### src/rtl/instr_encode_loader.sv
// Packs decoded instruction fields into {opcode, reg1, low byte} words and streams them to program memory.
// Optional checksum output enabled by defining ENCODE_CHECKSUM_EN.
module instr_encode_loader #(
   parameter int WORD_WIDTH = 16,
   parameter int NIB_WIDTH  = 4,
   parameter int BYTE_WIDTH = 8,
   parameter int ADDR_WIDTH = 8,
   parameter int FIFO_DEPTH = 2
) (
   input  logic                  clk,
   input  logic                  reset,
   input  logic                  start,
   input  logic [ADDR_WIDTH-1:0] base_addr,
   input  logic [ADDR_WIDTH-1:0] count,
   input  logic                  in_valid,
   output logic                  in_ready,
   input  logic                  in_isaluop,
   input  logic [2:0]            in_aluop,
   input  logic [NIB_WIDTH-1:0]  in_opcode,
   input  logic [NIB_WIDTH-1:0]  in_reg1,
   input  logic [NIB_WIDTH-1:0]  in_reg2,
   input  logic [NIB_WIDTH-1:0]  in_reg3,
   input  logic                  in_use_bigval,
   input  logic [BYTE_WIDTH-1:0] in_bigval,
   output logic                  mem_we,
   output logic [ADDR_WIDTH-1:0] mem_addr,
   output logic [WORD_WIDTH-1:0] mem_wdata,
   input  logic                  mem_ready,
   output logic                  busy,
   output logic                  done,
   output logic                  err
`ifdef ENCODE_CHECKSUM_EN
   ,
   output logic [WORD_WIDTH-1:0] checksum
`endif
);

   localparam int PTR_W = $clog2(FIFO_DEPTH);

   typedef enum logic [1:0] {
      IDLE,
      LOAD,
      DONE
   } state_t;

   state_t state, state_next;

   logic [WORD_WIDTH-1:0] fifo_mem [FIFO_DEPTH];
   logic [PTR_W:0]        wr_ptr, rd_ptr;
   logic                  fifo_empty, fifo_full;

   logic [ADDR_WIDTH-1:0] addr;
   logic [ADDR_WIDTH:0]   remaining, accepted;

   logic                  session_start, take, legal, push, pop;
   logic [NIB_WIDTH-1:0]  opcode;
   logic [BYTE_WIDTH-1:0] low_byte;
   logic [WORD_WIDTH-1:0] packed_word;

   assign fifo_empty = (wr_ptr == rd_ptr);
   assign fifo_full  = (wr_ptr[PTR_W] != rd_ptr[PTR_W]) &&
                       (wr_ptr[PTR_W-1:0] == rd_ptr[PTR_W-1:0]);

   assign opcode      = in_isaluop ? {{(NIB_WIDTH-3){1'b0}}, in_aluop} : in_opcode;
   assign low_byte    = in_use_bigval ? in_bigval : {in_reg2, in_reg3};
   assign packed_word = {opcode, in_reg1, low_byte};

   // Non-ALU opcodes must have their top bit set; anything else is consumed and flagged.
   assign legal         = in_isaluop || in_opcode[NIB_WIDTH-1];
   assign session_start = (state == IDLE) && start;
   assign take          = in_valid && in_ready;
   assign push          = take && legal;
   assign pop           = mem_we && mem_ready;

   always_ff @(posedge clk) begin
      if (reset) state <= IDLE;
      else       state <= state_next;
   end

   always_comb begin
      state_next = state;
      case (state)
         IDLE:    if (start) state_next = LOAD;
         LOAD:    if (pop && (remaining == 1)) state_next = DONE;
         DONE:    state_next = IDLE;
         default: state_next = IDLE;
      endcase
   end

   always_comb begin
      in_ready  = 1'b0;
      mem_we    = 1'b0;
      busy      = (state != IDLE);
      done      = (state == DONE);
      mem_addr  = addr;
      if (state == LOAD) begin
         in_ready = !fifo_full && (accepted != '0);
         mem_we   = !fifo_empty;
      end
      mem_wdata = mem_we ? fifo_mem[rd_ptr[PTR_W-1:0]] : '0;
   end

   always_ff @(posedge clk) begin
      if (push) fifo_mem[wr_ptr[PTR_W-1:0]] <= packed_word;
   end

   // count==0 is widened to 2^ADDR_WIDTH so a full-memory session is possible.
   always_ff @(posedge clk) begin
      if (reset) begin
         wr_ptr    <= '0;
         rd_ptr    <= '0;
         addr      <= '0;
         remaining <= '0;
         accepted  <= '0;
         err       <= 1'b0;
      end else if (session_start) begin
         wr_ptr    <= '0;
         rd_ptr    <= '0;
         addr      <= base_addr;
         remaining <= {(count == '0), count};
         accepted  <= {(count == '0), count};
         err       <= 1'b0;
      end else begin
         if (push) begin
            wr_ptr   <= wr_ptr + 1'b1;
            accepted <= accepted - 1'b1;
         end
         if (take && !legal) err <= 1'b1;
         if (pop) begin
            rd_ptr    <= rd_ptr + 1'b1;
            addr      <= addr + 1'b1;
            remaining <= remaining - 1'b1;
         end
      end
   end

`ifdef ENCODE_CHECKSUM_EN
   always_ff @(posedge clk) begin
      if (reset || session_start) checksum <= '0;
      else if (pop)               checksum <= checksum ^ mem_wdata;
   end
`endif

endmodule

### config.mk
export PLATFORM = sky130hd
export DESIGN_NAME = instr_encode_loader
export DESIGN_NICKNAME = d
export VERILOG_FILES = /design/src/rtl/instr_encode_loader.sv
export SDC_FILE = /design/constraint.sdc
export NUM_CORES = 1
export LEC_CHECK = 0
export BUFFER_PORTS_ARGS = -buffer_cell sky130_fd_sc_hd__buf_2
export CAP_MARGIN = 20
export CORE_ASPECT_RATIO = 2
export CORE_UTILIZATION = 54
export DETAILED_ROUTE_END_ITERATION = 10
export PLACE_DENSITY = 0.84
export SKIP_CTS_REPAIR_TIMING = 1
export SLEW_MARGIN = 15
export SYNTH_ARGS = -nofsm -noshare
export SYNTH_HDL_FRONTEND = slang
export SYNTH_SLANG_ARGS = --single-unit
### constraint.sdc
create_clock -name clk -period 3.9 [get_ports clk]
set_input_delay 0.195 -clock clk [delete_from_list [all_inputs] [get_ports clk]]
set_output_delay 0.195 -clock clk [all_outputs]
set_load 0.01 [all_outputs]
; Word level (Yosys, flattened, before mapping)
; Memories as Yosys holds them, arrays and structs flattened. A register that Yosys moved wholly into a read port is not among the register bits.
; Index checks and enable logic that the tools add are counted.
[word_totals]
ff_bits = 33
mem_bits_rw = 32
in_bits = 50
out_inout_bits = 29
wordCells = 59
mem_count = 1
[mem_list]
columns = memory, words, word_bits, read_ports, rd_ports_with_merged_regs, write_ports, line_no
row1 = fifo_mem, 2, 16, 1, 1, 1, 48  ; logic [WORD_WIDTH-1:0] fifo_mem [FIFO_DEPTH];
[classes]
add_sub_neg = 5
n_eq_ne = 8
mux = 18
reduce_logical = 20
[ops]
columns = op, n
row1 = $mux 9, 4
row2 = $mux 8, 3
row3 = $sub 9x1->9 const B, 2
row4 = $mux 16, 1
row5 = $eq 9x1->1 const B, 1
row6 = $reduce_bool 9->1, 1
row7 = $add 8x1->8 const B, 1
row8 = $logic_and 1x1->1, 8
row9 = $logic_not 8->1, 1
row10 = $mux 1, 6
row11 = $reduce_bool 2->1, 3
row12 = $add 2x1->2 const B, 2
row13 = $mux 2, 2
row14 = $mux 4, 1
row15 = $ne 2x2->1 const B, 2
row16 = $pmux 2 s2, 1
row17 = $logic_not 1->1, 3
row18 = $eq 2x1->1 const B, 1
row19 = $eq 2x2->1, 1
row20 = $eq 2x2->1 const B, 1
row21 = $logic_not 2->1, 1
row22 = $reduce_and 2->1, 1
row23 = $reduce_or 2->1, 1
row24 = $eq 1x1->1, 1
row25 = 2 further kinds, 2

; Depth between registers and ports, before layout
; Gate-level depths: netlist of the first run.
[logic_depth]
depth_word = 9
mapped_depth = 7
ltp_nobuf = 6

; Worst setup path after synthesis of the first run
; OpenSTA, ideal clock, no wires.
[synth_timing]
path_kind = register -> register
from = reg rd_ptr[0]
to = mem fifo_mem[0][0] (enable)
setup_ns = 0.434
arrival_ns = 2.616
required_time_ns = 3.466
path_slack_ns = 0.851
path_stages_with_launch = 4
n_path_buf = 0
synth_period_minus_slack_ns = 3.049
cell_sequence = dfxtp_1 xor2_2 o21ai_1 nor4_1
[synth_via]
elab_chain_len = 9
[synth_lines]
columns = item, line_no
row1 = "start, declared", 49  ; logic [PTR_W:0] wr_ptr, rd_ptr;
row2 = "start signal, assigned", 130  ; rd_ptr <= rd_ptr + 1'b1;
row3 = $eq 1x1->1, 62  ; (wr_ptr[PTR_W-1:0] == rd_ptr[PTR_W-1:0]);
row4 = $logic_and 1x1->1, 61  ; assign fifo_full = (wr_ptr[PTR_W] != rd_ptr[PTR_W]) &&
row5 = $logic_not 1->1, 97  ; in_ready = !fifo_full && (accepted != '0);
row6 = $logic_and 1x1->1, 97
row7 = $mux 1, 96  ; if (state == LOAD) begin
row8 = $logic_and 1x1->1, 71  ; assign take = in_valid && in_ready;
row9 = $logic_and 1x1->1, 72  ; assign push = take && legal;
row10 = $mux 1, 104  ; if (push) fifo_mem[wr_ptr[PTR_W-1:0]] <= packed_word;
row11 = $mux 1 (not written as such), 104
row12 = "end, declared", 48
; No other way between the ends.

; Final worst setup path of the first run
[layout_timing]
from = reg accepted[0]
to = out in_ready
[layout_via]
elab_chain_len = 3
[layout_lines]
columns = item, line_no
row1 = "start, declared", 53  ; logic [ADDR_WIDTH:0] remaining, accepted;
row2 = "start signal, assigned", 121  ; accepted <= {(count == '0), count};
row3 = "start signal, assigned", 126  ; accepted <= accepted - 1'b1;
row4 = $reduce_bool 9->1, 97
row5 = $logic_and 1x1->1, 97
row6 = $mux 1, 96
row7 = "end, declared", 16  ; output logic in_ready,
; No other way between the ends.

==> results.ini, run 1 <==
[layout]
final_common_cell = buf_2
layout.nets = 454
postLayoutCellArea_um2 = 4090
syn_to_final_growth_pct = 21.7
drive_above_1_share = 0.321
fillCellCount = 466
final_cell_mix = buf_2, nor2_1, dfxtp_1
antenna_cells = 0

[power_and_ir_drop]
ir_drop_uv = 341
power.density_nw_per_um2 = 422
power_leakage_nw = 1.56

[die]
dieArea_um2 = 6560
die_h_um = 114
core_region_area_um2 = 6010
rows = 40
io_pins = 79
die_x_um = 57.8
start_util = 0.560

[critical_path]
critPathBufInv = 2
cp.arrival_ps = 2020
crit_slowest_cell = or4b_4
critPathMaxStageDelay_ps = 510
start_kind = flip-flop
worstSetupPathType = flip-flop to output pin
cp_cell_sequence = inv_1 > ha_1 > or4b_4 > nor2_2 > nor2_1 > buf_2
worstPathMaxFanout = 7
reg2reg_slack_ps = 1690
crit_required_ps = 3700
worstSetupEndpointType = output pin
critPathTopFamily = simple AND/OR/NAND/NOR gates

[drt]
first_pass_iters = 7
vias_per_cell = 6.17
vias = 2887
antenna_left = 0
detail_route.wirelength_um = 7970
dr.first_iter.drc_count = 122
drc = 8
wl_per_cell_um = 17.0

[logic_synthesis]
ys_warn_count = 0
synth_edf_count = 32
postSynthCellCount = 323
synth_area_um2 = 3360
ys.flop_type = dfxtp_1
synthArstFlopShare = 0
syn_area_per_cell_um2 = 10.4
synth_fp_nets = 377
synthDistinctLibCells = 62
ys_seq_area_frac = 0.488
synth_seq_cells = 66

[timing]
final-hold-violation-count = 0
finalMaxSlewViolations = 0
fin_setup_tns_ps = 0
finalClockSkew_ps = 4.38
tightest_slew_ps = 1080
grt_setup_unrepaired = no
whs_ps = 51.0
fmax_mhz = 451
setup_viol = 0
layout_min_cycle_time_ps = 2220
fin_crit_sh = 0.569
max_slew_margin = 0.279

[clocking]
clk_path_buf_depth = 2
clk_pin_slew_worst_paths_ps = 50
cts_tree = built
numCtsBuffers = 9
worst_skew_pair.late_latency_ps = 330
root_buffer = clkbuf_16
htreeDepth = 3
numClockSinks = 66

[global_routing]
grt_pass1_wl_um = 13000
grt_pass1_vias = 2829
grt_max_degree = 29
antenna_found_initial = 0
grtUsageTotal = 0.262
overflow = 0

[placement]
numPortBuffers = 78
place_congestion = 0.900
dpl.hpwl_um = 5800
dpl_cell_area_um2 = 3820

[outcome]
outcome = finished with violations
violations = DRC

[flow_run]
maxCapViolCount = 0

[hold_path]
min_path_type = input pin to flip-flop

through the flow:
step,utilization,instances,worst slack [ps],power [mW]
after detailed placement,0.636,452,1780,1.02
after CTS,0.680,468,1410,1.73
after floorplan,-,323,851,0.935
final,0.681,468,1680,1.72
after global placement,0.636,452,1850,1.01
after global routing,0.681,468,1530,1.79
final timing paths:
kind | from | endpoint | cells after the start
setup reg to reg | state[0] | wr_ptr[1] | 5
hold / removal | in_reg1[2] | fifo_mem[1][10] | 1
hold reg to reg | mem_addr[2] | mem_addr[2] | 2
setup / recovery | accepted[0] | in_ready | 6
state kept, by name (all words and copies together), names as in the netlist, named ones only:
register,cells
accepted,9
mem_addr,8
state,2
fifo_mem,32
rd_ptr,2
wr_ptr,2
remaining,9
err,1
power by group:
part	switching, mW	internal [mW]	leakage (nW)	total (mW)
clock network	0.291	0.427	0.129	0.718
registers	0.0276	0.760	0.570	0.788
logic	0.126	0.0928	0.858	0.218
total	0.444	1.28	1.56	1.72
synth_stat cells, drive strengths merged (4+ instances only):
| library cell | instances | share of area |
|---|---|---|
| mux2 | 14 | 0.047 |
| o21ai | 8 | 0.013 |
| or2 | 5 | 0.0093 |
| o22ai | 4 | 0.0074 |
| xor2 | 4 | 0.015 |
| clkbuf | 12 | 0.013 |
| buf | 4 | 0.0056 |
| a22oi | 5 | 0.011 |
| edfxtp | 32 | 0.29 |
| nor2 | 42 | 0.048 |
| mux2i | 20 | 0.060 |
| nor3 | 8 | 0.012 |
| inv | 11 | 0.012 |
| nand3 | 11 | 0.016 |
| nand2 | 16 | 0.018 |
| and3 | 4 | 0.0074 |
| dfxtp | 34 | 0.20 |
| a211oi | 5 | 0.013 |
| nand2b | 4 | 0.0074 |
| or4 | 5 | 0.011 |
| nor4 | 12 | 0.024 |
| ha | 4 | 0.015 |
| a21oi | 6 | 0.0089 |
| a31oi | 5 | 0.0093 |
kinds of logic (layout without fill, tap and decap cells):
group                      count (synthesis)  after routing  synth area share
and+or+nand+nor                          124            124             0.195
DFF                                       66             66             0.488
AOI/OAI and AO/OA                         61             61             0.141
muxes                                     34             34             0.106
buffers and inverters                     27            109            0.0313
xor gates and xnor gates                   7              7            0.0227
adders and majority gates                  4              4            0.0149
layout make-up:
class | count | area [um2] | share of cell area
timing repair buffer | 82 | 420 | 0.103
sequential | 66 | 1640 | 0.401
multi-input combinational | 230 | 1640 | 0.402
clock inverter | 5 | 31.3 | 0.00765
clock buffer | 11 | 233 | 0.0569
inverter | 11 | 41.3 | 0.0101
tap | 63 | 78.8 | 0.0193
metal layers:
metal  GRT usage  wire [um]  vias to the layer above
met5           0          0                        -
met4       0.144        263                        0
met1       0.266       2890                     1395
met3      0.0578        375                       22
met2       0.481       4440                       94
li1            -          -                     1376
No activity file was read; power rests on OpenSTA's default activity.
==> inputs of run 2 (changes only) <==
--- a/config.mk
+++ b/config.mk
@@ -5,12 +5,13 @@
 export SDC_FILE = /design/constraint.sdc
 export NUM_CORES = 1
 export LEC_CHECK = 0
+export ABC_AREA = 1
 export BUFFER_PORTS_ARGS = -buffer_cell sky130_fd_sc_hd__buf_2
 export CAP_MARGIN = 20
 export CORE_ASPECT_RATIO = 2
-export CORE_UTILIZATION = 54
+export CORE_UTILIZATION = 49
 export DETAILED_ROUTE_END_ITERATION = 10
-export PLACE_DENSITY = 0.84
+export PLACE_DENSITY = 0.81
 export SKIP_CTS_REPAIR_TIMING = 1
 export SLEW_MARGIN = 15
 export SYNTH_ARGS = -nofsm -noshare
==> constraint.sdc (replaced) <==
create_clock -name clk -period 1.8 [get_ports clk]
set_input_delay 0.09 -clock clk [delete_from_list [all_inputs] [get_ports clk]]
set_output_delay 0.09 -clock clk [all_outputs]
set_load 0.01 [all_outputs]
==> run 2 against run 1 <==
Net effect:
- the flow now finishes without violations
- synthesized area grew 0.89%
- largest cell class is now registers
- routed wire length grew 6.4%
- clock skew up 3.3 ps
==> results.ini, run 2 <==
[outcome]
outcome = complete, no violations

[layout]
largest_reg_flops = 32  ; unchanged
antenna_cells = 0  ; unchanged
final_util = 0.657  ; -0.0236
final_cells = 605  ; +29%
syn_to_final_growth_pct = 29.4
final_common_cell = nand2_1
drive_above_1_share = 0.284  ; -0.0367
final_cell_mix = nand2_1, buf_2, a21oi_1
layout.nets = 566  ; +25%

[placement]
numPortBuffers = 78  ; unchanged
place_congestion = 0.873  ; -3.0%
place_inst = 579  ; +28%
dpl.hpwl_um = 5990  ; +3.3%

[die]
core_region_area_um2 = 6670  ; +11%
start_util = 0.508  ; -0.0515
dieArea_um2 = 7280  ; +11%
die_h_um = 120  ; +5.3%
die_x_um = 60.8  ; +5.3%
io_pins = 79  ; unchanged
rows = 42  ; +5.0%

[logic_synthesis]
yosys.area.top_type = edfxtp_1
synth.top_cell.area_share = 0.283  ; -0.00253
postSynthCellCount = 419  ; +30%
synthArstFlopShare = 0  ; unchanged
synth_compound_gate_area_share = 0.107  ; -0.0333
ys_seq_area_frac = 0.484  ; -0.00433
synth_fp_nets = 473  ; +25%
synth_area_um2 = 3390  ; +0.89%
ys_warn_count = 0  ; unchanged
synthTopCellsByArea = edfxtp_1, dfxtp_1, nand2_1
synthXorXnorAreaFrac = 0.0258  ; +0.00312
ys.flop_type = dfxtp_1
syn_area_per_cell_um2 = 8.09  ; -22%
synth_seq_cells = 66  ; unchanged
synthAdderAreaFrac = 0.0148  ; -0.000132
synthDistinctLibCells = 36  ; -42%
synthSimpleGateAreaFrac = 0.267  ; +0.0717
synth.most_common_cell = nand2_1
synth_edf_count = 32  ; unchanged
synth_top_family_by_area = simple AND/OR/NAND/NOR gates
synthMuxAreaShare = 0.0266  ; -0.0799
synthTopCellsByCount = nand2_1, a21oi_1, inv_1

[drt]
antenna_left = 0  ; unchanged
wl_per_cell_um = 14.0  ; -18%
first_pass_iters = 5  ; -2
detail_route.wirelength_um = 8490  ; +6.4%
vias = 3222  ; +12%
dr.first_iter.drc_count = 197  ; +61%
vias_per_cell = 5.33  ; -14%
drc = 0  ; -8

[timing]
final-hold-violation-count = 0  ; unchanged
max_slew_margin = 0.684  ; +0.405
layout_min_cycle_time_ps = 1800
fin_setup_tns_ps = 0  ; unchanged
finalMaxSlewViolations = 0  ; unchanged
grt_setup_unrepaired = yes
fmax_mhz = 557
finalClockSkew_ps = 7.71  ; +3.33 ps
setup_viol = 0  ; unchanged
fin_crit_sh = 0.997
tightest_slew_ps = 470  ; -611 ps
whs_ps = 36.9  ; -14.0 ps

[hold_path]
min_path_type = input pin to flip-flop

[clocking]
numCtsBuffers = 9  ; unchanged
worst_skew_pair.late_latency_ps = 330  ; about the same
numClockSinks = 66  ; unchanged
htreeDepth = 3  ; unchanged
clk_path_buf_depth = 2  ; unchanged
clk_pin_slew_worst_paths_ps = 50  ; about the same
cts_tree = built
root_buffer = clkbuf_16

[critical_path]
cp.arrival_ps = 1880  ; -140 ps
worstSetupPathType = flip-flop to flip-flop
reg2reg_slack_ps = 5  ; -1690 ps
crit_required_ps = 1890  ; -1810 ps
worstSetupEndpointType = flip-flop
start_kind = flip-flop
worstPathMaxFanout = 8  ; +1

[global_routing]
overflow = 0  ; unchanged
grt_pass1_wl_um = 12800  ; -1.8%
grt_pass1_vias = 3078  ; +8.8%
grt_max_degree = 19  ; -34%
antenna_found_initial = 0  ; unchanged
grtUsageTotal = 0.237  ; -0.0252

[power_and_ir_drop]
ir_drop_uv = 649  ; +90%
power_leakage_nw = 2.00  ; +28%
power.density_nw_per_um2 = 968  ; +130%

[flow_run]
maxCapViolCount = 0  ; unchanged

run 2: layout make-up:
cell class / count / area, um2
multi-input cells: 295 / 1560
well taps: 88 / 110
fillers: 542 / 2290
flip-flops and latches: 66 / 1650
clock inverters: 3 / 65.1
inverters: 43 / 168
repair buffers: 97 / 598
clock buffers: 13 / 240
run 2: logic make-up after synthesis:
group / count (synthesis)
AOI/OAI and AO/OA: 65
xor gates and xnor gates: 10
adders and majority gates: 4
buffers and inverters: 58
DFF: 66
muxes: 8
and+or+nand+nor: 208
run 2: per-layer routing:
layer | up-vias | global-route usage | share of wire
met2 | 172 | 0.453 | 0.54
met3 | 45 | 0.0463 | 0.059
met5 | - | 0 | 0
met4 | 0 | 0.129 | 0.046
li1 | 1568 | - | -
met1 | 1437 | 0.214 | 0.35
run 2: through the flow:
step | power, mW | setup WS, ps | instance area (um2)
2_1_floorplan | 2.17 | 9.99 | 3400
6_report | 4.25 | 4.61 | 4390
3_3_place_gp | 2.34 | 66.8 | 3920
4_1_cts | 4.16 | -142 | 4230
5_1_grt | 4.43 | -57.0 | 4390
3_5_place_dp | 2.37 | -52.8 | 3920
run 2: final timing paths:
| path | from | depth (start not counted) | end |
|---|---|---|---|
| max | accepted[1] | 9 | fifo_mem[0][1] |
| min | base_addr[2] | 3 | mem_addr[2] |
| max reg2reg | accepted[1] | 9 | fifo_mem[0][1] |
| min reg2reg | err | 2 | err |
run 2: worst max-delay path, stage by stage, from the launching register on:
cell and delay, ps:
dfxtp_2 310, inv_2 80, ha_4 160, nand2_4 60
nor2_4 140, nand3_4 100, and2_4 160, nand4_1 150
clkinvlp_4 190, clkbuf_16 200
run 2: power by group:
group / switching [mW] / internal, mW / leakage [nW]
clock network: 0.584 / 1.21 / 0.148
registers: 0.0567 / 1.66 / 0.570
logic: 0.431 / 0.309 / 1.28
